==> src/rtl/execution_sequencer.sv <==
// Instruction-level sequencer: fetch/decode/execute control with a micro-call return stack.
// The PC, microcode address, stack level, state and every strobe are registers.
module execution_sequencer #(
    parameter int unsigned ADDRESS_WIDTH = 16,
    parameter int unsigned UADDR_WIDTH = 16,
    parameter int unsigned STACK_DEPTH = 4,
    parameter logic [ADDRESS_WIDTH-1:0] RESET_PC = '0
) (
    input  logic                               clock,
    input  logic                               reset,
    input  logic                               enable,
    input  logic                               halt,
    input  logic                               resume,
    input  logic                               fetch_ready,
    input  logic [UADDR_WIDTH-1:0]             entry_address,
    input  logic                               finish,
    input  logic                               jump_taken,
    input  logic [ADDRESS_WIDTH-1:0]           jump_address,
    input  logic                               call,
    input  logic [UADDR_WIDTH-1:0]             call_target,
    input  logic                               ret,
    input  logic                               stall,
    output logic [ADDRESS_WIDTH-1:0]           program_counter,
    output logic [UADDR_WIDTH-1:0]             microcode_address,
    output logic                               microcode_rom_read_enable,
    output logic                               fetch_request,
    output logic                               instruction_done,
    output logic [$clog2(STACK_DEPTH+1)-1:0]   stack_level,
    output logic [2:0]                         state,
    output logic                               halted,
    output logic                               fault
);

    localparam int unsigned LW = $clog2(STACK_DEPTH + 1);
    localparam int unsigned IW = (STACK_DEPTH > 1) ? $clog2(STACK_DEPTH) : 1;
    localparam int unsigned SLOTS = 1 << IW;
    localparam logic [LW-1:0] FULL_LEVEL = LW'(STACK_DEPTH);

    typedef enum logic [2:0] {
        S_IDLE    = 3'd0,
        S_FETCH   = 3'd1,
        S_DECODE  = 3'd2,
        S_EXECUTE = 3'd3,
        S_HALTED  = 3'd4,
        S_FAULT   = 3'd5
    } state_t;

    state_t state_q;
    state_t state_d;

    logic [UADDR_WIDTH-1:0] stack_mem [SLOTS];

    logic exec_go;
    logic do_finish;
    logic do_ret;
    logic do_call;
    logic stack_empty;
    logic stack_full;
    logic push_en;

    // Execute-cycle priority: finish beats ret beats call; stall masks everything.
    always_comb begin
        exec_go     = (state_q == S_EXECUTE) && !stall;
        do_finish   = exec_go && finish;
        do_ret      = exec_go && !finish && ret;
        do_call     = exec_go && !finish && !ret && call;
        stack_empty = (stack_level == '0);
        stack_full  = (stack_level == FULL_LEVEL);
        push_en     = do_call && !stack_full;
    end

    always_comb begin
        state_d = state_q;
        case (state_q)
            S_IDLE:    if (enable) state_d = S_FETCH;
            S_FETCH:   if (fetch_ready) state_d = S_DECODE;
            S_DECODE:  state_d = halt ? S_HALTED : S_EXECUTE;
            S_EXECUTE: begin
                if (do_finish)                   state_d = enable ? S_FETCH : S_IDLE;
                else if (do_ret && stack_empty)  state_d = S_FAULT;
                else if (do_call && stack_full)  state_d = S_FAULT;
            end
            S_HALTED:  if (resume) state_d = S_FETCH;
            S_FAULT:   state_d = S_FAULT;
            default:   state_d = S_FAULT;
        endcase
    end

    always_ff @(posedge clock or posedge reset) begin
        if (reset) begin
            state_q                   <= S_IDLE;
            program_counter           <= RESET_PC;
            microcode_address         <= '0;
            stack_level               <= '0;
            microcode_rom_read_enable <= 1'b0;
            fetch_request             <= 1'b0;
            instruction_done          <= 1'b0;
            halted                    <= 1'b0;
            fault                     <= 1'b0;
        end else begin
            state_q                   <= state_d;
            fetch_request             <= (state_d == S_FETCH);
            microcode_rom_read_enable <= (state_d == S_EXECUTE);
            halted                    <= (state_d == S_HALTED);
            fault                     <= (state_d == S_FAULT);
            instruction_done          <= do_finish;

            case (state_q)
                S_DECODE: begin
                    if (!halt) begin
                        microcode_address <= entry_address;
                        stack_level       <= '0;
                    end
                end
                S_EXECUTE: begin
                    if (do_finish) begin
                        program_counter <= jump_taken ? jump_address
                                                      : program_counter + ADDRESS_WIDTH'(1);
                        stack_level     <= '0;
                    end else if (do_ret) begin
                        if (!stack_empty) begin
                            microcode_address <= stack_mem[IW'(stack_level - LW'(1))];
                            stack_level       <= stack_level - LW'(1);
                        end
                    end else if (do_call) begin
                        if (!stack_full) begin
                            microcode_address <= call_target;
                            stack_level       <= stack_level + LW'(1);
                        end
                    end else if (exec_go) begin
                        microcode_address <= microcode_address + UADDR_WIDTH'(1);
                    end
                end
                S_HALTED: begin
                    if (resume) program_counter <= program_counter + ADDRESS_WIDTH'(1);
                end
                default: ;
            endcase
        end
    end

    // Return-address storage needs no reset; stack_level defines which entries are live.
    always_ff @(posedge clock) begin
        if (push_en) stack_mem[IW'(stack_level)] <= microcode_address + UADDR_WIDTH'(1);
    end

    assign state = state_q;

endmodule

==> config.mk <==
export PLATFORM = sky130hd
export DESIGN_NAME = execution_sequencer
export DESIGN_NICKNAME = d
export VERILOG_FILES = /design/src/rtl/execution_sequencer.sv
export SDC_FILE = /design/constraint.sdc
export NUM_CORES = 1
export LEC_CHECK = 0
export CORE_MARGIN = 1
export CORE_UTILIZATION = 47
export DETAILED_ROUTE_END_ITERATION = 12
export GPL_ROUTABILITY_DRIVEN = 1
export HOLD_SLACK_MARGIN = 0.02
export PLACE_DENSITY = 0.76
export SYNTH_ARGS = -nofsm -noshare
export SYNTH_HDL_FRONTEND = slang
export SYNTH_SLANG_ARGS = --single-unit
export TNS_END_PERCENT = 50
==> constraint.sdc <==
create_clock -name clock -period 3 [get_ports clock]
set_input_delay 0.6 -clock clock [delete_from_list [all_inputs] [get_ports clock]]
set_output_delay 0.6 -clock clock [all_outputs]
set_load 0.01 [all_outputs]
==> results.md <==
* Status: finished clean
* Overall via count from detail_route at 4,370
* Hold-fix buffer count after cts at 0
* Endpoint class of the critical path: flip-flop
* PortBufs at between 100 and 150
* Avg Cell Area, Syn at between 10 and 15 um2
* CTS root buf: sky130_fd_sc_hd__clkbuf_16
* Max clock buf depth at 2
* Class of the tightest hold or removal check: flip-flop to flip-flop
* Synthesis-stage register bit count at between 100 and 150
* Effective utilization at floorplan at 49.2%
* Worst-case vdd ir drop at between 0.4 and 0.5 mV
* Total count of max-transition violations in the final report at 0
* Clock sinks at approximately 110
* Global router's overall resource usage at 24.6%
* Post_cts resized at 0
* Cell internal power dissipation at about 0.0037 W
* Number of buffers created by CTS at 9
* Post-DRT Antenna Nets at 0
* Synth Flop Type: sky130_fd_sc_hd__edfxtp_1
* Worst skew pair latency at around 350 ps
* Arrival @ worst endpoint at around 2800 ps
* Drt wl/cell at about 19 um
* Final Worst Setup Slack at between 400 and 500 ps
* Crit Path Max Fanout at 34
* Die W at 110 um
* Iteration-0 DRC Markers at slightly above 400
* FMAX at between 300 and 400 MHz
* Area of the mapped netlist at approximately 5500 um2
* Relative max-transition margin at between 15 and 20%
* Actual slew at the worst max-slew pin at ~1300 ps
* Cell area reported after detailed placement at 6690 um2
* Clk pwr share at between 10% and 20%
* Count of placed standard cells in the final layout, fillers left out at 728
* Worst r2r path cells at 5
* Async S/R FF share, synth at between 40% and 50%
* Standard cell core area at 11,100 um2
* Bufs and invs on worst path at 1
* Height of the die at 110 um
* Most frequent standard cell in the layout excluding fill and tap cells: sky130_fd_sc_hd__clkdlybuf4s50_1
* CP Data Required Time at roughly 3200 ps
* Static leakage at approximately 2.5 nW
* Final weighted congestion in routability-driven placement at a little over 0.8
* Number of enable-type register cells in the synthesized netlist at 64
* Top library cells by usage in the layout, fill and taps aside: sky130_fd_sc_hd__clkdlybuf4s50_1 (101), sky130_fd_sc_hd__edfxtp_1 (64), sky130_fd_sc_hd__nor2_1 (47)
* Combinational power share at between 40% and 50%
* Share of total power in sequential cells at between 40% and 50%
* Core occupancy in the finished layout at a little over three fifths
* Global-route wire length before repair at roughly 22,000 um
* Initial DRT Pass Iterations at 5
* Post-route setup TNS at 0 ps
* Maximum single-stage delay on the critical path at ~970 ps
* Max-cap violations at 0
* Post-CTS Repair Setup Buffers at 0
* Critical path type: flip-flop to flip-flop
* Family with the most delay on the worst path: compound AO/OA/AOI/OAI gates
* Antenna diode count at 0
* Antenna violations before repair at 0
* Maximum number of pins on one net before global-route repair at 35
* Total stage count of the critical path at 5
* Clock-pin transition on the worst setup and hold timing paths at 70 ps
* Number of placed instances with taps included at 712
* Total die area at approximately 12,000 um2
* Min cycle time layout at approximately 2500 ps
* Place WS at approximately 290 ps
* Summed area of non-filler cells in the final layout at 6990 um2
* Row count at 38
* NetSw at 0.00215 W
* Wire length after detailed routing at approximately 14,000 um
* Number of vias per cell at around 6
* Final number of setup-violating endpoints at 0
* Io pins at between 100 and 150
* Syn_nets at between 500 and 600
* Count of H-tree levels built during CTS at 3
* Fraction of power spent switching nets at ~37%
* Final worst path period share at between 80% and 90%
* DPL Wire Length at ~10000 um
* DRC violation count after routing at 0
* Vias in the first global route at ~4,300
* Layout overhead on the synthesized area at 28.2%
* Fraction of layout cells with a size suffix above 1 at between 10% and 20%
* Share of the yosys chip area belonging to registers at ~55%
* Number of cells on the worst hold path at 2
* Overflow left after global routing at 0
* Power per cell area at between 800 and 900 nW/um2
* Cells along the critical path: nand2b_1, o21ai_2, buf_4, a41oi_1, o22a_1
* CTS tree: done
* Layout net count at roughly 650
* Setup clock skew after layout at just under 7 ps
* Final hold vios at 0
* Critical path startpoint category: flip-flop
* Cell type of the slowest stage on the worst timing path: sky130_fd_sc_hd__o21ai_2
* Yosys Warn Count at 0
* Setup repair after global routing missed its margin: no
* Synthesized netlist cell count at 481
* Post-synth cell types at between 60 and 70
## cell usage after synthesis (4+ instances only)
library cell               number  area (um2)
sky130_fd_sc_hd__a21o_1         4        30.0
sky130_fd_sc_hd__a21oi_1       34         170
sky130_fd_sc_hd__a311oi_1       5        43.8
sky130_fd_sc_hd__a31oi_1        4        25.0
sky130_fd_sc_hd__and3_1         7        43.8
sky130_fd_sc_hd__buf_2         16        80.1
sky130_fd_sc_hd__clkbuf_1      15        56.3
sky130_fd_sc_hd__dfrtp_1       43        1080
sky130_fd_sc_hd__edfxtp_1      64        1920
sky130_fd_sc_hd__ha_1           7        87.6
sky130_fd_sc_hd__inv_1          9        33.8
sky130_fd_sc_hd__mux4_2        16         360
sky130_fd_sc_hd__nand2_1       44         165
sky130_fd_sc_hd__nand2b_1       6        37.5
sky130_fd_sc_hd__nand3_1       17        85.1
sky130_fd_sc_hd__nand4_1        6        37.5
sky130_fd_sc_hd__nor2_1        47         176
sky130_fd_sc_hd__nor3_1        10        50.1
sky130_fd_sc_hd__o21a_1         4        30.0
sky130_fd_sc_hd__o21ai_0       15        75.1
sky130_fd_sc_hd__o21ai_1       13        65.1
sky130_fd_sc_hd__o22a_1         8        70.1
sky130_fd_sc_hd__o22ai_1        6        37.5
sky130_fd_sc_hd__xnor2_1        8        70.1
sky130_fd_sc_hd__xor2_1         6        52.6
## metrics by stage
stage / hold WS, ps / total power (W)
floorplan: 561 / 0.00372
finish: 563 / 0.00588
global route: 585 / 0.00622
global placement: 536 / 0.00467
detailed placement: 548 / 0.00474
CTS: 566 / 0.00591
## routing by layer
metal / GRT usage, % / vias to the layer above / part of all wire, %
met5: 0 / - / 0
met1: 33.7 / 2179 / 42
met4: 7.24 / 0 / 0.99
met2: 39.3 / 156 / 50
li1: - / 2024 / -
met3: 5.75 / 11 / 7.1
## layout make-up
type	count	area, um2
clock buffer	9	225
sequential	107	3000
timing repair buffer	124	1210
fill	900	4090
clock inverter	7	70.1
multi-input combinational	332	2280
tap	140	175
inverter	9	33.8
## path summary, 6_finish.rpt
path                                           from               endpoint  slack (ps)
worst max-delay path                       state[1]     program_counter[8]         470
worst min-delay path            program_counter[15]    program_counter[15]         560
worst max register to register             state[1]     program_counter[8]         470
worst min register to register  program_counter[15]    program_counter[15]         560
max in group asynchronous                     reset     program_counter[1]        1700
min in group asynchronous                     reset  microcode_address[12]         670
## power groups by stage
stage | registers (W) | clock network, W | logic [W]
floorplan | 0.00237 | 0 | 0.00135
global placement | 0.00237 | 0 | 0.00230
detailed placement | 0.00239 | 0 | 0.00236
CTS | 0.00236 | 0.00118 | 0.00237
global route | 0.00241 | 0.00123 | 0.00258
finish | 0.00237 | 0.00116 | 0.00236
## state kept, by name, summed over array words and instances (netlist names), 3 cells and up
| signal | cells |
|---|---|
| stack_level | 3 |
| stack_mem | 64 |
| microcode_address | 16 |
| state | 3 |
| program_counter | 16 |
## kinds of logic (layout without fill, tap and decap cells)
| kind of cell | after synthesis | after routing | synth area share [%] |
|---|---|---|---|
| adder cells (fa/ha/maj) | 7 | 7 | 1.61 |
| buffers and inverters | 42 | 149 | 3.33 |
| flip-flops | 107 | 107 | 55.0 |
| XOR/XNOR | 14 | 14 | 2.25 |
| AND/OR/NAND/NOR | 164 | 164 | 14.9 |
| AO/OA/AOI/OAI | 126 | 126 | 15.3 |
| multiplexers | 21 | 21 | 7.57 |
## worst register-to-register path: stages (launching register included)
cell                       delay (ps)
sky130_fd_sc_hd__dfrtp_1          510
sky130_fd_sc_hd__nand2b_1         250
sky130_fd_sc_hd__o21ai_2          970
sky130_fd_sc_hd__buf_4            340
sky130_fd_sc_hd__a41oi_1          130
sky130_fd_sc_hd__o22a_1           210
Note: power is estimated with default switching activity, not from simulation.
